File: config.mk
export PLATFORM = sky130hd
export DESIGN_NAME = level_fifo
export DESIGN_NICKNAME = d
export VERILOG_FILES = /design/src/rtl/level_fifo.sv
export SDC_FILE = /design/constraint.sdc
export NUM_CORES = 1
export LEC_CHECK = 0
export CELL_PAD_IN_SITES_DETAIL_PLACEMENT = 0
export CELL_PAD_IN_SITES_GLOBAL_PLACEMENT = 1
export CORE_ASPECT_RATIO = 1.2
export CORE_UTILIZATION = 25
export DETAILED_ROUTE_END_ITERATION = 8
export PLACE_DENSITY_LB_ADDON = 0.3
export REMOVE_ABC_BUFFERS = 1
export SLEW_MARGIN = 20
export SYNTH_ARGS = -nofsm -noshare
export SYNTH_HDL_FRONTEND = slang
export SYNTH_SLANG_ARGS = --single-unit
File: constraint.sdc
create_clock -name clk -period 5.2 [get_ports clk]
set_input_delay 1.04 -clock clk [delete_from_list [all_inputs] [get_ports clk]]
set_output_delay 1.04 -clock clk [all_outputs]
set_load 0.05 [all_outputs]
File: src/rtl/level_fifo.sv
// ---------------------------------------------------------------------------
// level_fifo: single-clock first-word-fall-through FIFO with a registered
// occupancy count and almost-full / almost-empty threshold flags.
//
// Parameters
//   ASIZE    : address bits, capacity is 2**ASIZE entries (all usable)
//   DSIZE    : data width
//   AF_LEVEL : almost_full asserts when level >= AF_LEVEL (1..2**ASIZE)
//   AE_LEVEL : almost_empty asserts when level <= AE_LEVEL (0..2**ASIZE-1)
//
// Ports
//   clk, rst_n            : clock (rising edge), async active-low reset
//   clear_n               : synchronous active-low clear (beats handshakes)
//   wr_data/valid/ready   : write handshake, wr_ready = !full
//   rd_data/valid/ready   : read handshake, rd_valid = !empty, rd_data
//                           shows the head entry combinationally
//   level                 : current occupancy, 0..2**ASIZE
//   almost_full/empty     : threshold flags from the registered level
//   ovf_flag, ovf_count   : only with LEVEL_FIFO_OVF_MON_EN defined; sticky
//                           flag and saturating count of refused writes
//
// Optional feature macro: LEVEL_FIFO_OVF_MON_EN
// ---------------------------------------------------------------------------
module level_fifo #(
  parameter int ASIZE    = 5,
  parameter int DSIZE    = 32,
  parameter int AF_LEVEL = 2**ASIZE - 4,
  parameter int AE_LEVEL = 4
) (
  input  logic             clk,
  input  logic             rst_n,
  input  logic             clear_n,
  input  logic [DSIZE-1:0] wr_data,
  input  logic             wr_valid,
  output logic             wr_ready,
  output logic [DSIZE-1:0] rd_data,
  output logic             rd_valid,
  input  logic             rd_ready,
  output logic [ASIZE:0]   level,
  output logic             almost_full,
`ifdef LEVEL_FIFO_OVF_MON_EN
  output logic             almost_empty,
  output logic             ovf_flag,
  output logic [7:0]       ovf_count
`else
  output logic             almost_empty
`endif
);

  localparam int             DEPTH  = 2**ASIZE;
  localparam logic [ASIZE:0] ONE    = (ASIZE+1)'(1);
  localparam logic [ASIZE:0] AF_LVL = (ASIZE+1)'(AF_LEVEL);
  localparam logic [ASIZE:0] AE_LVL = (ASIZE+1)'(AE_LEVEL);

  logic [ASIZE:0]   wr_ptr_q, wr_ptr_d;
  logic [ASIZE:0]   rd_ptr_q, rd_ptr_d;
  logic [ASIZE:0]   level_q,  level_d;
  logic [DSIZE-1:0] mem_q [DEPTH];

  logic full, empty, do_wr, do_rd;

  // Extra pointer MSB distinguishes full from empty when the addresses match.
  assign empty = (wr_ptr_q == rd_ptr_q);
  assign full  = (wr_ptr_q[ASIZE-1:0] == rd_ptr_q[ASIZE-1:0]) &&
                 (wr_ptr_q[ASIZE] != rd_ptr_q[ASIZE]);

  assign wr_ready     = !full;
  assign rd_valid     = !empty;
  assign rd_data      = mem_q[rd_ptr_q[ASIZE-1:0]];
  assign level        = level_q;
  assign almost_full  = (level_q >= AF_LVL);
  assign almost_empty = (level_q <= AE_LVL);

  // Clear discards the write of its cycle, so it also gates the memory.
  assign do_wr = wr_valid && !full  && clear_n;
  assign do_rd = rd_ready && !empty && clear_n;

  always_comb begin
    // NOTE: every always_comb output gets a default first so no path leaves
    // it unassigned, which would infer a latch.
    wr_ptr_d = wr_ptr_q;
    rd_ptr_d = rd_ptr_q;
    level_d  = level_q;
    if (!clear_n) begin
      wr_ptr_d = '0;
      rd_ptr_d = '0;
      level_d  = '0;
    end else begin
      if (do_wr) wr_ptr_d = wr_ptr_q + ONE;
      if (do_rd) rd_ptr_d = rd_ptr_q + ONE;
      unique case ({do_wr, do_rd})
        2'b10:   level_d = level_q + ONE;
        2'b01:   level_d = level_q - ONE;
        default: level_d = level_q;
      endcase
    end
  end

  always_ff @(posedge clk or negedge rst_n) begin
    // NOTE: state flops use non-blocking assignments so every flop samples
    // the pre-edge values regardless of statement order.
    if (!rst_n) begin
      wr_ptr_q <= '0;
      rd_ptr_q <= '0;
      level_q  <= '0;
    end else begin
      wr_ptr_q <= wr_ptr_d;
      rd_ptr_q <= rd_ptr_d;
      level_q  <= level_d;
    end
  end

  // NOTE: the storage array has no reset or clear; empty/full come from the
  // pointers alone, so stale contents are never observable as valid data.
  always_ff @(posedge clk) begin
    if (do_wr) mem_q[wr_ptr_q[ASIZE-1:0]] <= wr_data;
  end

`ifdef LEVEL_FIFO_OVF_MON_EN
  logic       ovf_flag_q,  ovf_flag_d;
  logic [7:0] ovf_count_q, ovf_count_d;

  // A refused write is any cycle presenting wr_valid while full.
  always_comb begin
    ovf_flag_d  = ovf_flag_q;
    ovf_count_d = ovf_count_q;
    if (!clear_n) begin
      ovf_flag_d  = 1'b0;
      ovf_count_d = '0;
    end else if (wr_valid && full) begin
      ovf_flag_d = 1'b1;
      if (ovf_count_q != 8'hFF) ovf_count_d = ovf_count_q + 8'd1;
    end
  end

  always_ff @(posedge clk or negedge rst_n) begin
    if (!rst_n) begin
      ovf_flag_q  <= 1'b0;
      ovf_count_q <= '0;
    end else begin
      ovf_flag_q  <= ovf_flag_d;
      ovf_count_q <= ovf_count_d;
    end
  end

  assign ovf_flag  = ovf_flag_q;
  assign ovf_count = ovf_count_q;
`endif

endmodule

==> impl_metrics.env, run 1 <==
export IMPL_rows=160
export IMPL_syn_cell_area_um2=40110
export IMPL_post_place_ws_ns=0.8377
export IMPL_wl_per_cell_um=26.78
export IMPL_hold_viol=0
export IMPL_ff2ff_path_depth=12
export IMPL_crit_required_ns=4.16
export IMPL_cts_tree="done"
export IMPL_via_per_inst=4.540
export IMPL_synth_seq_cells=1042
export IMPL_worstReg2RegEnd="level[5]$_DFFE_PN0P_"
export IMPL_r2r_start="rd_ptr_q[1]$_DFFE_PN0P_"
export IMPL_cp_arrival_ns=4.00
export IMPL_status="finished, final reports clean"
export IMPL_grt_first_pass_wirelength_um=150900
export IMPL_design_area_um2=47600
export IMPL_antenna_found_initial=5
export IMPL_drive_gt1_share_pct=32.80
export IMPL_clkLatencyLatePin_ns=0.70
export IMPL_dpl_instance_area_um2=44330
export IMPL_cts_buffers_inserted=106
export IMPL_power_density_nw_per_um2=399.3
export IMPL_start_util_pct=25.23
export IMPL_dieArea_um2=162100
export IMPL_drc=0
export IMPL_fin_nets=1843
export IMPL_area_growth_pct=18.67
export IMPL_cts_sinks=1042
export IMPL_grt_ovfl_total=0
export IMPL_first_pass_iters=5
export IMPL_ys_dominant_reg_cell="edfxtp_1"
export IMPL_clk_transition_reported_paths_ns=0.06
export IMPL_rsz0062_at_grt="false"
export IMPL_layout_setup_ws_ns=0.1574
export IMPL_finalSetupTns_ns=0
export IMPL_maxCapViolations=0
export IMPL_io_pin_count=79
export IMPL_antenna_cells=0
export IMPL_grt_pass1_vias=19490
export IMPL_synth_area_leader_cell="edfxtp_1"
export IMPL_slew_violations=0
export IMPL_finalCritPeriodShare_pct=96.97
export IMPL_place_congestion=0.7106
export IMPL_critPathLaunchType="flop"
export IMPL_fin_crit_ns=5.043
export IMPL_port_buffers=78
export IMPL_max_freq_mhz=198.3
export IMPL_hold_path_class="input port to async pin"
export IMPL_clk_path_buf_depth=3
export IMPL_yosysTopAreaCellShare_pct=76.66
export IMPL_setup_violations=0
export IMPL_grt_max_degree=61
export IMPL_critPathMaxFanout=38
export IMPL_end_kind="primary output"
export IMPL_drt_iter0_markers=1591
export IMPL_worst_r2r_setup_slack_ns=1.04
export IMPL_fillers=15310
export IMPL_p_leak_nw=14.00
export IMPL_seq_area_frac_synth_pct=77.79
export IMPL_endpoint="rd_data[31]"
export IMPL_totalWireLength_um=106800
export IMPL_h_tree_depth=3
export IMPL_ys_warn_count=0
export IMPL_dieWidth_um=367.7
export IMPL_placeableCoreArea_um2=159000
export IMPL_dp_final_hpwl_um=53570
export IMPL_synth_most_common_cell="edfxtp_1"
export IMPL_fin_hold_ws_ns=0.3006
export IMPL_grt_use_total_pct=13.24
export IMPL_vias=18100
export IMPL_synth_cell_types=41
export IMPL_tightestPinTransition_ns=1.074
export IMPL_timing_critical_path_from="rd_ptr_q[1]$_DFFE_PN0P_"
export IMPL_crit_type="flop to primary output"
export IMPL_synth_area_leaders="edfxtp_1, mux4_2, dfrtp_1"
export IMPL_async_reset_ff_share_pct=1.727
export IMPL_max_vdd_ir_drop_v=0.0002737
export IMPL_power_mw=19.01
export IMPL_synth_cells=1625
export IMPL_finClkSkew_ns=0.03206
export IMPL_cts_setup_buffers=0
export IMPL_root_buffer="clkbuf_16"
export IMPL_final_antenna_net_count=0
export IMPL_slew_headroom_pct=28.16
export IMPL_die_h_um=440.8
export IMPL_synth_edf_count=1024
export IMPL_synth_commonest_cells="edfxtp_1, mux4_2, clkbuf_1"
export IMPL_avgSynthCellArea_um2=24.68
-- layout by cell type (no fill, tap or decap), drive strengths merged, types with 4 or more instances in the layout --
cell type / n
nor2: 36
and2: 10
nand3: 8
edfxtp: 1024
dfrtp: 18
or3: 4
clkbuf: 132
clkdlybuf4s50: 70
clkinv: 43
buf: 77
mux4: 320
inv: 10
mux2: 32
ha: 9
o21ai: 9
bufinv: 7
xnor2: 12
nand2: 18
xor2: 6
-- stage by stage --
step                cells  utilization (%)
detailed placement   3794            27.89
global placement     3794            27.89
CTS                  3987            29.97
global route         3987            29.94
floorplan            1540                -
finish               3987            29.94
-- critical path: stages, from the launching register on --
cell             delay (ns)
dfrtp_4                0.73
buf_4                  0.59
mux4_2                 0.41
mux4_2                 0.48
mux2_2                 0.32
clkdlybuf4s50_1        0.74
-- kinds of logic after synthesis --
group / Yosys count / synth area share (%)
simple gates: 93 / 1.120
compound gates: 23 / 0.3837
mux: 352 / 18.87
buf+inv: 87 / 1.120
flops: 1042 / 77.79
fa+ha+maj: 10 / 0.3307
xor+xnor: 18 / 0.3930
-- cell type report --
type | instances | area (um2) | area share [%]
clock inverters | 61 | 509.2 | 1.070
clock buffers | 132 | 2793 | 5.867
inverters | 2 | 7.507 | 0.01577
repair buffers | 148 | 1737 | 3.649
well taps | 2106 | 2635 | 5.536
flip-flops and latches | 1042 | 31220 | 65.58
multi-input cells | 496 | 8701 | 18.28
-- power breakdown --
group / internal [mW] / total (mW) / switching (mW)
logic: 1.15 / 2.35 / 1.20
registers: 9.27 / 9.31 / 0.0430
clock network: 4.15 / 7.35 / 3.20
-- state kept, by name, indices dropped and copies added, names as in the netlist --
| name | cells |
|---|---|
| mem_q | 1024 |
| level | 6 |
| rd_ptr_q | 6 |
| wr_ptr_q | 6 |
-- per-layer routing --
metal	global-route usage (%)	share of wire (%)	vias up
met5	0	0.052	-
met1	17.26	43	10130
met4	4.012	2.4	10
met2	22.36	50	446
met3	2.428	4.7	138
li1	-	-	7378
-- how the worst min path moves through the flow --
stage                     slack [ns]                      end                     from  depth (start not counted)
after floorplan                 0.60  wr_ptr_q[5]$_DFFE_PN0P_  wr_ptr_q[5]$_DFFE_PN0P_                          2
after global placement          0.59     level[2]$_DFFE_PN0P_     level[2]$_DFFE_PN0P_                          2
after detailed placement        0.61     level[2]$_DFFE_PN0P_     level[2]$_DFFE_PN0P_                          2
after CTS                       0.63  wr_ptr_q[5]$_DFFE_PN0P_  wr_ptr_q[5]$_DFFE_PN0P_                          2
after global routing            0.31     level[4]$_DFFE_PN0P_                    rst_n                          1
final                           0.30     level[4]$_DFFE_PN0P_                    rst_n                          1
-- repair_timing --
item | 4_1_cts | 5_1_grt
endpoints found under the setup margin | 0 | 1
gates resized for setup | 0 | 1
hold buffers | 0 | 0
hold endpoints to repair | 0 | 0
Power figures use the tool's default switching activity.
==> inputs of run 2 (changes only) <==
PLACE_DENSITY = 0.43   (was default)
PLACE_DENSITY_LB_ADDON = default   (was 0.3)
==> run 2 against run 1 <==
  * Die area unchanged
  * Clock skew up 0.0023 ns
  * Worst setup slack better by 0.032 ns
  * Register-to-register slack better by 0.05 ns
  * Critical path type unchanged
==> impl_metrics.env, run 2 (same netlist as run 1, synthesis figures left out) <==
export IMPL_ff2ff_path_depth=12
export IMPL_port_buffers=78
export IMPL_dp_final_hpwl_um=58740
export IMPL_cp_arrival_ns=3.97
export IMPL_io_pin_count=79
export IMPL_placeableCoreArea_um2=159000
export IMPL_dieArea_um2=162100
export IMPL_largest_register_ffs=1024
export IMPL_grt_ovfl_total=0
export IMPL_layout_commonest_cell="edfxtp_1"
export IMPL_critPathLaunchType="flop"
export IMPL_cts_repair_resized=0
export IMPL_crit_type="flop to primary output"
export IMPL_finalCritPeriodShare_pct=96.35
export IMPL_hold_path_class="flop to flop"
export IMPL_vias=17920
export IMPL_layout_setup_ws_ns=0.1896
export IMPL_power_density_nw_per_um2=409.6
export IMPL_place_congestion=0.6964
export IMPL_h_tree_depth=3
export IMPL_drt_iter0_markers=1381
export IMPL_start_util_pct=25.23
export IMPL_area_growth_pct=19.18
export IMPL_fin_crit_ns=5.010
export IMPL_critPathMaxFanout=46
export IMPL_post_place_ws_ns=0.7350
export IMPL_dieWidth_um=367.7
export IMPL_finalSetupTns_ns=0
export IMPL_layout_common_cells="edfxtp_1, mux4_2, clkbuf_16, buf_4, clkdlybuf4s50_1"
export IMPL_rsz0062_at_grt="false"
export IMPL_hold_viol=0
export IMPL_via_per_inst=4.465
export IMPL_fin_util_pct=30.07
export IMPL_first_pass_iters=5
export IMPL_maxCapViolations=0
export IMPL_slew_violations=0
export IMPL_drive_gt1_share_pct=34.33
export IMPL_max_freq_mhz=199.6
export IMPL_grt_first_pass_wirelength_um=153000
export IMPL_layout_cells_non_filler=4014
export IMPL_final_antenna_net_count=0
export IMPL_placed_cells=3810
export IMPL_antenna_found_initial=4
export IMPL_finClkSkew_ns=0.03435
export IMPL_power_mw=19.58
export IMPL_fin_nets=1862
export IMPL_grt_max_degree=88
export IMPL_setup_violations=0
export IMPL_rows=160
export IMPL_slew_headroom_pct=26.01
export IMPL_tightestPinTransition_ns=1.106
export IMPL_cts_tree="done"
export IMPL_cts_buffers_inserted=108
export IMPL_holdPathStages=2
export IMPL_drc=0
export IMPL_clkLatencyLatePin_ns=0.73
export IMPL_totalWireLength_um=109100
export IMPL_status="finished, final reports clean"
export IMPL_max_vdd_ir_drop_v=0.0002739
export IMPL_p_leak_nw=14.19
export IMPL_fillers=15400
export IMPL_cts_sinks=1042
export IMPL_end_kind="primary output"
export IMPL_die_h_um=440.8
export IMPL_crit_required_ns=4.16
export IMPL_grt_use_total_pct=13.55
export IMPL_wl_per_cell_um=27.18
export IMPL_grt_pass1_vias=19440
export IMPL_clk_path_buf_depth=3
export IMPL_worst_r2r_setup_slack_ns=1.09
export IMPL_clk_transition_reported_paths_ns=0.06
export IMPL_antenna_cells=0
export IMPL_root_buffer="clkbuf_16"
## run 2: layer usage
metal / track usage [%] / up-vias / wire (um)
met5: 0 / - / 36
met4: 3.965 / 6 / 2240
met3: 2.058 / 124 / 3917
met2: 23.77 / 334 / 56810
met1: 17.23 / 10060 / 46110
li1: - / 7402 / -
## run 2: final timing paths
check | start | end
worst max-delay path | rd_ptr_q[0]$_DFFE_PN0P_ | rd_data[30]
worst min-delay path | level[3]$_DFFE_PN0P_ | level[3]$_DFFE_PN0P_
worst max register to register | rd_ptr_q[0]$_DFFE_PN0P_ | level[5]$_DFFE_PN0P_
worst min register to register | level[3]$_DFFE_PN0P_ | level[3]$_DFFE_PN0P_
max in group asynchronous | rst_n | rd_ptr_q[2]$_DFFE_PN0P_
min in group asynchronous | rst_n | level[2]$_DFFE_PN0P_
## run 2: report_power, final
group	internal (mW)	switching [mW]
clock network	4.60	3.33
registers	9.27	0.0512
logic	1.13	1.19
total	15.0	4.57
## run 2: area by class of cell
| cell class | instances | area [um2] | share of cell area, % |
|---|---|---|---|
| clock buffer | 127 | 2795 | 5.848 |
| clock inverter | 76 | 832.0 | 1.741 |
| inverter | 2 | 7.507 | 0.01571 |
| multi-input combinational | 496 | 8701 | 18.20 |
| sequential | 1042 | 31220 | 65.31 |
| tap | 2106 | 2635 | 5.513 |
| timing repair buffer | 165 | 1612 | 3.371 |
## run 2: timing repair
item	in CTS	in global routing
buffers inserted	1	0
setup endpoints to repair	22	0
hold buffers	0	0
## run 2: critical path: stages (launching register included)
cell and delay [ns]:
dfrtp_4 0.68, buf_12 0.41, mux4_2 0.60, mux4_2 0.48
mux2_2 0.30, clkdlybuf4s50_1 0.71
## run 2: per-stage QoR
step	cell area, um2	hold WS (ns)
5_1_grt	47800	0.6374
3_5_place_dp	44200	0.6006
4_1_cts	47850	0.6116
6_report	47800	0.6108
2_1_floorplan	39670	0.5964
3_3_place_gp	44200	0.6027
